## config.mk

```make
export PLATFORM = sky130hd
export DESIGN_NAME = demux_router
export DESIGN_NICKNAME = d
export VERILOG_FILES = /design/src/rtl/demux_pkg.sv /design/src/rtl/demux_slot.sv /design/src/rtl/demux_router.sv
export SDC_FILE = /design/constraint.sdc
export NUM_CORES = 1
export LEC_CHECK = 0
export BUFFER_PORTS_ARGS = -buffer_cell sky130_fd_sc_hd__buf_2
export CAP_MARGIN = 0
export CORE_MARGIN = 3
export CORE_UTILIZATION = 49
export CTS_BUF_LIST = sky130_fd_sc_hd__clkbuf_4
export DETAILED_ROUTE_END_ITERATION = 10
export GPL_ROUTABILITY_DRIVEN = 0
export GPL_TIMING_DRIVEN = 1
export PLACE_DENSITY_LB_ADDON = 0.3
export SETUP_SLACK_MARGIN = 0.1
export SLEW_MARGIN = 20
export SYNTH_ARGS = -nofsm -noshare
export SYNTH_HDL_FRONTEND = slang
export SYNTH_SLANG_ARGS = --single-unit
```

## constraint.sdc

```tcl
create_clock -name clk -period 1.2 [get_ports clk]
set_input_delay 0.3 -clock clk [delete_from_list [all_inputs] [get_ports clk]]
set_output_delay 0.3 -clock clk [all_outputs]
set_load 0.005 [all_outputs]
```

## src/rtl/demux_pkg.sv

```systemverilog
// Shared definitions for the 1-to-2 registered demultiplexer: word width and
// the per-output slot state encoding.
package demux_pkg;

    localparam int DEMUX_WIDTH = 10;

    typedef enum logic {
        SLOT_EMPTY = 1'b0,
        SLOT_FULL  = 1'b1
    } slot_state_t;

endpackage

```

## src/rtl/demux_slot.sv

```systemverilog
// One-entry output holding slot: loads on fill, empties on drain, and a
// same-cycle fill wins over the drain so a destination streams at 1 word/cycle.
module demux_slot
    import demux_pkg::*;
#(
    parameter int WIDTH = DEMUX_WIDTH
) (
    input  logic             clk,
    input  logic             rst,
    input  logic             i_fill,
    input  logic [WIDTH-1:0] i_data,
    input  logic             i_ready,
    output logic             o_valid,
    output logic [WIDTH-1:0] o_data
);

    slot_state_t      r_state;
    slot_state_t      w_next_state;
    logic [WIDTH-1:0] r_data;
    logic             w_drain;

    assign w_drain = (r_state == SLOT_FULL) && i_ready;

    // NOTE: every output of this block is given a default first, so no path
    // leaves a signal unassigned and no latch is inferred.
    always_comb begin
        w_next_state = r_state;
        if (i_fill) begin
            w_next_state = SLOT_FULL;
        end else if (w_drain) begin
            w_next_state = SLOT_EMPTY;
        end
    end

    // NOTE: state is updated with non-blocking assignments so every flop
    // samples the values from before the edge, independent of statement order.
    always_ff @(posedge clk) begin
        if (rst) begin
            r_state <= SLOT_EMPTY;
            // NOTE: the data register is cleared on reset as well, because the
            // word is visible on a port and must read 0 after reset.
            r_data  <= '0;
        end else begin
            r_state <= w_next_state;
            if (i_fill) begin
                r_data <= i_data;
            end
        end
    end

    assign o_valid = (r_state == SLOT_FULL);
    assign o_data  = r_data;

endmodule

```

## src/rtl/demux_router.sv

```systemverilog
// 1-to-2 registered demultiplexer with valid/ready handshakes on every port.
// Optional transfer counters cnt0/cnt1 are enabled by DEMUX_ROUTER_COUNT_EN.
module demux_router
    import demux_pkg::*;
#(
    parameter int WIDTH = DEMUX_WIDTH
) (
    input  logic             clk,
    input  logic             rst,
    input  logic [WIDTH-1:0] in_data,
    input  logic             in_valid,
    input  logic             in_sel,
    output logic             in_ready,
    output logic [WIDTH-1:0] out0_data,
    output logic             out0_valid,
    input  logic             out0_ready,
    output logic [WIDTH-1:0] out1_data,
    output logic             out1_valid,
    input  logic             out1_ready
`ifdef DEMUX_ROUTER_COUNT_EN
    ,
    output logic [15:0]      cnt0,
    output logic [15:0]      cnt1
`endif
);

    logic w_slot0_free;
    logic w_slot1_free;
    logic w_accept;
    logic w_fill0;
    logic w_fill1;

    // A slot can take a word if it is empty or is being drained this cycle;
    // only the selected slot gates the source.
    assign w_slot0_free = !out0_valid || out0_ready;
    assign w_slot1_free = !out1_valid || out1_ready;
    assign in_ready     = in_sel ? w_slot1_free : w_slot0_free;

    assign w_accept = in_valid && in_ready;
    assign w_fill0  = w_accept && !in_sel;
    assign w_fill1  = w_accept && in_sel;

    demux_slot #(.WIDTH(WIDTH)) u_slot0 (
        .clk     (clk),
        .rst     (rst),
        .i_fill  (w_fill0),
        .i_data  (in_data),
        .i_ready (out0_ready),
        .o_valid (out0_valid),
        .o_data  (out0_data)
    );

    demux_slot #(.WIDTH(WIDTH)) u_slot1 (
        .clk     (clk),
        .rst     (rst),
        .i_fill  (w_fill1),
        .i_data  (in_data),
        .i_ready (out1_ready),
        .o_valid (out1_valid),
        .o_data  (out1_data)
    );

`ifdef DEMUX_ROUTER_COUNT_EN
    logic [15:0] r_cnt0;
    logic [15:0] r_cnt1;

    // Counters wrap naturally at 16 bits.
    always_ff @(posedge clk) begin
        if (rst) begin
            r_cnt0 <= '0;
            r_cnt1 <= '0;
        end else begin
            if (out0_valid && out0_ready) begin
                r_cnt0 <= r_cnt0 + 16'd1;
            end
            if (out1_valid && out1_ready) begin
                r_cnt1 <= r_cnt1 + 16'd1;
            end
        end
    end

    assign cnt0 = r_cnt0;
    assign cnt1 = r_cnt1;
`endif

endmodule

```

==> reports/qor.csv, run 1 <==
stage,metric,value,unit
finish,P&R area growth vs syn,29.8,%
synth,Synthesis Warnings,0,
critical_path,Worst EP required,900,ps
sta,achievable clock frequency,703,MHz
routing,DRT iter0 DRCs,1,
routing,DRT Wirelength,1820,µm
run_status,status,"finished, violations left",
finish,fin nets,143,
sta,Slew HR,0.758,
finish,Finished Core Util,0.693,
synth,number of synthesized register bits,22,
die,DIE HEIGHT,50.1,µm
clocking,clk_lat worst skew,300,ps
placement,placed inst area,1150,µm²
die,Die W,50.1,µm
critical_path,CP startpoint kind,register,
sta,final setup TNS,-223,ps
run_status,failing checks,negative setup slack,
pwr,Lkg Pwr,0.617,nW
global_route,total gr overflow,0,
critical_path,Worst path slowest cell,dfxtp_2,
sta,Final period util,1.19,
synth,Synth Cell Area,952,µm²
routing,drt pass-1 iters,2,
die,die area,2510,µm²
die,core area,1780,µm²
die,initial core utilization,0.534,
synth,Netlist cell types,12,
global_route,global-route wire length before repair,2920,µm
sta,"Hold Vio Cnt, Final",0,
clocking,"Reg clk slew, reported paths",120,ps
global_route,pin count of the biggest net entering global routing,33,
global_route,initial antenna violation count,0,
sta,Final Worst Setup Slack,-223,ps
routing,routed length per instance,12.1,µm
placement,DP HPWL,1340,µm
critical_path,Setup CP Type,reg2out,
global_route,number of global-route vias before repair,655,
pwr,VDD IR max,0.726,mV
sta,final setup fails,1,
die,total I/O pin count,39,
critical_path,worst path bufs/invs,1,
finish,Inserted Diodes,0,
critical_path,R2R cell count,4,
clocking,clock sink total,22,
die,FP Rows,15,
synth,Post-Syn Instances,86,
routing,# DRC,0,
critical_path,Worst Setup End Kind,primary output,
clocking,Max Root-Sink Buffers,2,
critical_path,CP Max Fanout,2,
sta,RSZ-0062 raised after global routing,true,
clocking,CTS tree,built,
sta,clk_skew,5.51,ps
critical_path,crit path DAT,1120,ps
finish,Post-Layout Inst Area,1240,µm²
finish,most frequent cells in the layout,"buf_2 (36), nand2b_1 (30), mux2i_1 (20)",
clocking,H-tree depth,1,
global_route,total track usage,0.154,
clocking,total CTS buffers,3,
sta,Slew Limit Fails,0,
sta,Slew @ Worst Pin,363,ps
sta,"Min Clock Period, post-route",1420,ps
hold_path,Hold Path Cell Cnt,3,
synth,Syn Area/Cell,11.1,µm²
routing,vias after detailed routing,703,
routing,Final ANT Viol Nets,0,
placement,port bufs,38,
job,Max Cap Viol,0,
pwr,Pwr Density,1080,nW/µm²
finish,share of post-route cells with drive strength above 1,0.516,
placement,"worst slack, placed",-21.5,ps
synth,post-synthesis sequential area ratio,0.463,
critical_path,CP top delay family,flip-flops,
critical_path,"slowest stage delay, CP",370,ps
synth,syn_nets,102,
critical_path,worst path cell trace,nand2b_4 -> mux2_4 -> buf_6,
clocking,CTS root buf,clkbuf_4,
finish,"commonest non-fill, non-tap cell in the layout",buf_2,
critical_path,Crit path depth,3,
hold_path,hold crit path type,in2reg,
routing,Via-to-Cell Ratio,4.66,
[registers in the layout (all words and copies together) (netlist names)]
register	cells
u_slot0.o_data	10
u_slot1.o_data	10
u_slot0.o_valid	1
u_slot1.o_valid	1
[cells by family after synthesis]
logic type             share of synthesized area
DFF                                        0.463
buffers and inverters                     0.0355
and+or+nand+nor                            0.269
AOI/OAI and AO/OA                         0.0105
muxes                                      0.222
[where the power goes]
part           internal [mW]  switching, mW  total, mW
Clock                  0.121          0.216      0.338
Combinational          0.115         0.0855      0.200
Sequential             0.773         0.0206      0.794
[synth_stat cells]
library cell | instances | share of area
buf_6 | 2 | 0.024
nand2b_4 | 2 | 0.029
a21oi_1 | 2 | 0.011
nand3_2 | 1 | 0.011
dfxtp_1 | 22 | 0.46
and3_4 | 1 | 0.012
nand3b_2 | 1 | 0.012
mux2_2 | 1 | 0.012
nand2b_1 | 30 | 0.20
clkbuf_1 | 3 | 0.012
mux2i_1 | 20 | 0.21
and3b_1 | 1 | 0.0092
[path summary, 6_finish.rpt]
check	from	endpoint	slack, ps
max	u_slot0.o_valid	in_ready	-220
min	in_data[9]	u_slot0.o_data[9]	260
max reg2reg	u_slot0.o_valid	u_slot0.o_data[0]	120
min reg2reg	u_slot1.o_data[7]	u_slot1.o_data[7]	470
[stage by stage]
step,power [mW],hold slack [ps],instances
final,1.33,260,151
after global routing,1.39,264,151
after CTS,1.34,259,151
after detailed placement,0.997,458,146
after global placement,0.991,455,146
after floorplan,0.920,465,86
[worst reg2reg max path, cell delays in order, from the launching register on]
cell and delay [ps]:
dfxtp_2 350, nand2b_4 70, buf_4 110, and3b_2 290, mux2i_1 200
[what timing repair did]
item | in CTS | in global routing
endpoints found under the hold margin | 0 | 0
pin swaps | 0 | 0
resized for setup | 5 | 15
hold buffers | 0 | 0
endpoints found under the setup margin | 3 | 25
cloned | 0 | 0
buffers inserted | 1 | 1
[per-layer routing]
layer / vias up / track usage / routed length, µm
met5: - / 0 / 0
met4: 0 / 0.0691 / 14
met3: 2 / 0.0302 / 99
met2: 20 / 0.270 / 946
met1: 316 / 0.176 / 763
li1: 365 / - / -
[final cells by class]
type	instances	area, µm²
timing repair buffer	41	229
tap	25	31.3
clock buffer	3	22.5
fill	139	547
sequential	22	458
clock inverter	1	3.75
multi-input combinational	59	492
No activity file was read; power rests on OpenSTA's default activity.
==> run 2, diff against run 1 <==
--- a/config.mk
+++ b/config.mk
@@ -6,9 +6,10 @@
 export NUM_CORES = 1
 export LEC_CHECK = 0
 export BUFFER_PORTS_ARGS = -buffer_cell sky130_fd_sc_hd__buf_2
-export CAP_MARGIN = 0
+export CELL_PAD_IN_SITES_DETAIL_PLACEMENT = 1
+export CELL_PAD_IN_SITES_GLOBAL_PLACEMENT = 2
 export CORE_MARGIN = 3
-export CORE_UTILIZATION = 49
+export CORE_UTILIZATION = 29
 export CTS_BUF_LIST = sky130_fd_sc_hd__clkbuf_4
 export DETAILED_ROUTE_END_ITERATION = 10
 export GPL_ROUTABILITY_DRIVEN = 0
==> run 2 against run 1 <==
The flow still finishes with violations (negative setup slack). Cell count grew 16%. Sequential share of layout area is 2.8 points lower. Critical endpoint unchanged. Critical path type unchanged. Wire length rose by 27%. Largest power group unchanged. Combinational power is 17% higher. Highest routed layer unchanged. Worst setup slack improved by 5.6 ps. Die area rose by 60%. Clock power rose by 2%. First-iteration DRC count increased to 23 times the previous value. Via count up 9.7%.
==> reports/qor.csv, run 2 (synthesis results as in run 1) <==
stage,metric,value,unit,change
finish,Final Non-Filler Cells,175,,was 151
finish,fin nets,148,,was 143
routing,drt pass-1 iters,2,,unchanged
sta,Slew HR,0.746,,was 0.758
sta,Final Worst Setup Slack,-217,ps,was -223 ps
finish,Finished Core Util,0.440,,was 0.693
global_route,pin count of the biggest net entering global routing,32,,was 33
die,core area,3100,µm²,was 1780 µm²
hold_path,hold crit path type,in2reg,,unchanged
sta,worst hold margin,246,ps,was 260 ps
critical_path,Setup CP Type,reg2out,,unchanged
routing,Via-to-Cell Ratio,4.41,,was 4.66
clocking,Max Root-Sink Buffers,2,,unchanged
finish,share of post-route cells with drive strength above 1,0.595,,was 0.516
critical_path,CP Max Fanout,2,,unchanged
job,Max Cap Viol,0,,unchanged
clocking,"Reg clk slew, reported paths",120,ps,about the same
die,die area,4010,µm²,was 2510 µm²
finish,"commonest non-fill, non-tap cell in the layout",nand2b_1,,was buf_2
placement,placed inst area,1190,µm²,was 1150 µm²
finish,most frequent cells in the layout,"nand2b_1 (30), buf_2 (28), dfxtp_2 (22)",,"was buf_2 (36), nand2b_1 (30), mux2i_1 (20)"
critical_path,Worst Setup End Kind,primary output,,unchanged
die,FP Rows,20,,was 15
die,Die W,63.3,µm,was 50.1 µm
clocking,clock sink total,22,,unchanged
run_status,status,"finished, violations left",,unchanged
pwr,VDD IR max,0.637,mV,was 0.726 mV
sta,Slew @ Worst Pin,381,ps,was 363 ps
sta,achievable clock frequency,706,MHz,was 703 MHz
critical_path,worst path bufs/invs,1,,unchanged
die,total I/O pin count,39,,unchanged
sta,final setup fails,1,,unchanged
critical_path,Worst EP required,900,ps,about the same
routing,# DRC,0,,unchanged
clocking,CTS root buf,clkbuf_4,,unchanged
clocking,clk_lat worst skew,310,ps,was 300 ps
routing,DRT iter0 DRCs,23,,was 1
finish,P&R area growth vs syn,43.4,%,was 29.8%
run_status,failing checks,negative setup slack,,unchanged
global_route,initial antenna violation count,0,,unchanged
critical_path,CP top delay family,flip-flops,,unchanged
sta,clk_skew,8.39,ps,was 5.51 ps
placement,"worst slack, placed",-18.8,ps,was -21.5 ps
global_route,total gr overflow,0,,unchanged
critical_path,crit path DAT,1120,ps,about the same
finish,Post-Layout Inst Area,1370,µm²,was 1240 µm²
die,DIE HEIGHT,63.3,µm,was 50.1 µm
sta,Final period util,1.18,,was 1.19
pwr,Tot Pwr,1.38,mW,was 1.33 mW
global_route,number of global-route vias before repair,774,,was 655
global_route,total track usage,0.118,,was 0.154
critical_path,Crit path depth,3,,unchanged
critical_path,CP startpoint kind,register,,unchanged
clocking,total CTS buffers,3,,unchanged
critical_path,worst path cell trace,nand2b_4 -> mux2_4 -> buf_6,,unchanged
pwr,Lkg Pwr,0.655,nW,was 0.617 nW
clocking,CTS tree,built,,unchanged
clocking,H-tree depth,1,,unchanged
sta,RSZ-0062 raised after global routing,true,,unchanged
sta,"Min Clock Period, post-route",1420,ps,about the same
hold_path,Hold Path Cell Cnt,3,,unchanged
routing,Final ANT Viol Nets,0,,unchanged
placement,Inst Count DP,167,,was 146
critical_path,Worst path slowest cell,dfxtp_2,,unchanged
critical_path,"slowest stage delay, CP",370,ps,about the same
routing,routed length per instance,13.2,µm,was 12.1 µm
finish,Inserted Diodes,0,,unchanged
critical_path,R2R cell count,5,,was 4
global_route,global-route wire length before repair,3660,µm,was 2920 µm
routing,vias after detailed routing,771,,was 703
placement,port bufs,38,,unchanged
die,initial core utilization,0.307,,was 0.534
routing,DRT Wirelength,2310,µm,was 1820 µm
sta,Slew Limit Fails,0,,unchanged
sta,"Hold Vio Cnt, Final",0,,unchanged
clocking,CTS Hold Bufs,0,,unchanged
placement,DP HPWL,1620,µm,was 1340 µm
sta,final setup TNS,-217,ps,was -223 ps
pwr,Pwr Density,1010,nW/µm²,was 1080 nW/µm²
-- run 2: changes by cell type in the layout (fill, tap and decap cells not counted) --
cell / change
dfxtp_1: -8
buf_2: -8
buf_6: +10
dfxtp_2: +8
buf_4: +3
-- run 2: what timing repair did --
action | 4_1_cts | 5_1_grt
pin swaps | 0 | 1
endpoints found under the hold margin | 0 | 0
resized for setup | 13 | 25
cloned | 0 | 0
setup endpoints to repair | 11 | 34
setup buffers | 1 | 3
-- run 2: final timing paths --
check / start / end / slack, ps
setup reg to reg: u_slot0.o_valid / u_slot0.o_data[3] / 20
hold / removal: in_data[3] / u_slot1.o_data[3] / 250
hold reg to reg: u_slot0.o_data[2] / u_slot0.o_data[2] / 480
setup / recovery: u_slot0.o_valid / in_ready / -220
-- run 2: power by group --
part | internal, mW | switching [mW] | total, mW
clock network | 0.122 | 0.225 | 0.346
registers | 0.776 | 0.0242 | 0.800
logic | 0.141 | 0.0933 | 0.234
-- run 2: area by class of cell --
type	instances	area, µm²
clock buffer	3	22.5
clock inverter	1	3.75
fill	375	1740
multi-input combinational	59	492
sequential	22	468
tap	44	55.1
timing repair buffer	46	324
-- run 2: tightest hold or removal path, delay by kind of cell --
family	cells	cell delay [ps]
buf+inv	1	90
simple gates	1	70
mux	1	60
-- run 2: per-layer routing --
| metal | global-route usage | share of wire | vias to the layer above |
|---|---|---|---|
| li1 | - | - | 377 |
| met1 | 0.134 | 0.42 | 371 |
| met2 | 0.204 | 0.53 | 21 |
| met3 | 0.0374 | 0.037 | 2 |
| met4 | 0.0485 | 0.013 | 0 |
| met5 | 0 | 0 | - |
==> run 3, diff against run 2 <==
--- a/config.mk
+++ b/config.mk
@@ -8,13 +8,12 @@
 export BUFFER_PORTS_ARGS = -buffer_cell sky130_fd_sc_hd__buf_2
 export CELL_PAD_IN_SITES_DETAIL_PLACEMENT = 1
 export CELL_PAD_IN_SITES_GLOBAL_PLACEMENT = 2
-export CORE_MARGIN = 3
 export CORE_UTILIZATION = 29
 export CTS_BUF_LIST = sky130_fd_sc_hd__clkbuf_4
 export DETAILED_ROUTE_END_ITERATION = 10
 export GPL_ROUTABILITY_DRIVEN = 0
 export GPL_TIMING_DRIVEN = 1
-export PLACE_DENSITY_LB_ADDON = 0.3
+export PLACE_DENSITY_LB_ADDON = 0.1
 export SETUP_SLACK_MARGIN = 0.1
 export SLEW_MARGIN = 20
 export SYNTH_ARGS = -nofsm -noshare
==> run 3 against run 2 <==
The run still ends with negative setup slack left. Critical path depth unchanged. Highest routed layer unchanged. Utilization is 2.3 points lower. Non-clock buffer count is 3 lower. Power down 4.7%. Worst setup slack better by 27 ps.
==> reports/qor.csv, run 3 (synthesis results as in run 1) <==
stage,metric,value,unit,change
sta,final setup TNS,-190,ps,was -217 ps
routing,Via-to-Cell Ratio,4.35,,was 4.41
critical_path,r2r setup slk,180,ps,was 20 ps
run_status,failing checks,negative setup slack,,unchanged
critical_path,CP startpoint kind,register,,unchanged
global_route,number of global-route vias before repair,745,,was 774
job,Max Cap Viol,0,,unchanged
placement,DP HPWL,1410,µm,was 1620 µm
finish,most frequent cells in the layout,"buf_2 (36), nand2b_1 (30), mux2i_1 (20)",,"was nand2b_1 (30), buf_2 (28), dfxtp_2 (22)"
routing,vias after detailed routing,743,,was 771
finish,fin nets,145,,was 148
pwr,Pwr Density,1020,nW/µm²,was 1010 nW/µm²
routing,Final ANT Viol Nets,0,,unchanged
sta,worst hold margin,279,ps,was 246 ps
sta,"Min Clock Period, post-route",1390,ps,was 1420 ps
hold_path,hold crit path type,in2reg,,unchanged
routing,# DRC,0,,unchanged
finish,P&R area growth vs syn,34.8,%,was 43.4%
clocking,"Reg clk slew, reported paths",110,ps,was 120 ps
die,total I/O pin count,39,,unchanged
finish,share of post-route cells with drive strength above 1,0.512,,was 0.595
pwr,VDD IR max,0.370,mV,was 0.637 mV
sta,Slew Limit Fails,0,,unchanged
finish,Inserted Diodes,0,,unchanged
clocking,clk_lat worst skew,290,ps,was 310 ps
critical_path,R2R cell count,4,,was 5
sta,achievable clock frequency,719,MHz,was 706 MHz
sta,"Hold Vio Cnt, Final",0,,unchanged
sta,Final Worst Setup Slack,-190,ps,was -217 ps
critical_path,CP Max Fanout,3,,was 2
sta,Slew HR,0.851,,was 0.746
routing,DRT iter0 DRCs,17,,was 23
die,core area,3080,µm²,was 3100 µm²
placement,Inst Count DP,167,,unchanged
clocking,total CTS buffers,3,,unchanged
sta,RSZ-0062 raised after global routing,true,,unchanged
finish,Final Non-Filler Cells,171,,was 175
global_route,global-route wire length before repair,3220,µm,was 3660 µm
placement,"worst slack, placed",-12.9,ps,was -18.8 ps
critical_path,worst setup path end,in_ready,,unchanged
critical_path,crit path DAT,1090,ps,was 1120 ps
finish,final-layout fill cell count,357,,was 375
sta,final setup fails,1,,unchanged
clocking,H-tree depth,1,,unchanged
die,die area,3520,µm²,was 4010 µm²
critical_path,RR Endpoint,u_slot1.o_data[5],,was u_slot0.o_data[3]
pwr,Lkg Pwr,0.631,nW,was 0.655 nW
global_route,total gr overflow,0,,unchanged
routing,routed length per instance,11.2,µm,was 13.2 µm
critical_path,worst setup path startpoint,u_slot0.o_valid,,unchanged
die,FP Rows,20,,unchanged
routing,drt pass-1 iters,4,,was 2
global_route,initial antenna violation count,0,,unchanged
clocking,CTS tree,built,,unchanged
clocking,Max Root-Sink Buffers,2,,unchanged
routing,DRT Wirelength,1920,µm,was 2310 µm
critical_path,RR Startpoint,u_slot1.o_valid,,was u_slot0.o_valid
clocking,CTS Hold Bufs,0,,unchanged
critical_path,Worst EP required,900,ps,about the same
finish,"commonest non-fill, non-tap cell in the layout",buf_2,,was nand2b_1
sta,clk_skew,3.20,ps,was 8.39 ps
clocking,CTS root buf,clkbuf_4,,unchanged
die,DIE HEIGHT,59.3,µm,was 63.3 µm
sta,Final period util,1.16,,was 1.18
run_status,status,"finished, violations left",,unchanged
critical_path,Worst Setup End Kind,primary output,,unchanged
die,Die W,59.3,µm,was 63.3 µm
global_route,total track usage,0.126,,was 0.118
clocking,clock sink total,22,,unchanged
die,initial core utilization,0.309,,was 0.307
global_route,pin count of the biggest net entering global routing,33,,was 32
placement,port bufs,38,,unchanged
critical_path,Setup CP Type,reg2out,,unchanged
sta,Slew @ Worst Pin,223,ps,was 381 ps
[run 3: worst min-delay path by stage]
stage,start,end,slack [ps],cells after the start
CTS,in_data[7],u_slot0.o_data[7],280,3
finish,in_data[6],u_slot0.o_data[6],280,3
global placement,u_slot0.o_data[0],u_slot0.o_data[0],460,2
detailed placement,u_slot1.o_data[9],u_slot1.o_data[9],460,2
floorplan,u_slot1.o_data[5],u_slot1.o_data[5],460,2
global route,in_data[3],u_slot1.o_data[3],280,3
[run 3: per-stage QoR]
step / utilization / cell area [µm²] / power, mW
2_1_floorplan: - / 952 / 0.920
3_3_place_gp: 0.392 / 1210 / 1.01
3_5_place_dp: 0.392 / 1210 / 1.01
4_1_cts: 0.400 / 1230 / 1.33
5_1_grt: 0.417 / 1280 / 1.40
6_report: 0.417 / 1280 / 1.32
[run 3: routing by layer]
metal,share of wire,track usage
met5,0,0
met3,0.049,0.0328
met2,0.50,0.218
met4,0.0094,0.0408
met1,0.44,0.149
[run 3: critical path, stage by stage, from the launching register on]
cell and delay, ps:
dfxtp_2 360, nand2b_4 60, mux2_4 270, buf_6 110
[run 3: timing repair]
item                       in CTS  in global routing
pin swaps                       0                  1
buffers inserted                0                  1
gates resized for setup         2                 17
setup endpoints to repair       4                 21
[run 3: power by group]
group | internal (mW) | switching, mW | total (mW)
Sequential | 0.772 | 0.0205 | 0.792
Combinational | 0.124 | 0.0879 | 0.212
Clock | 0.116 | 0.195 | 0.312
[run 3: final cells by class]
class | count | area (µm²) | area share
multi-input cells | 59 | 492 | 0.383
flip-flops and latches | 22 | 458 | 0.357
clock buffers | 3 | 22.5 | 0.0175
repair buffers | 43 | 256 | 0.200
well taps | 44 | 55.1 | 0.0429
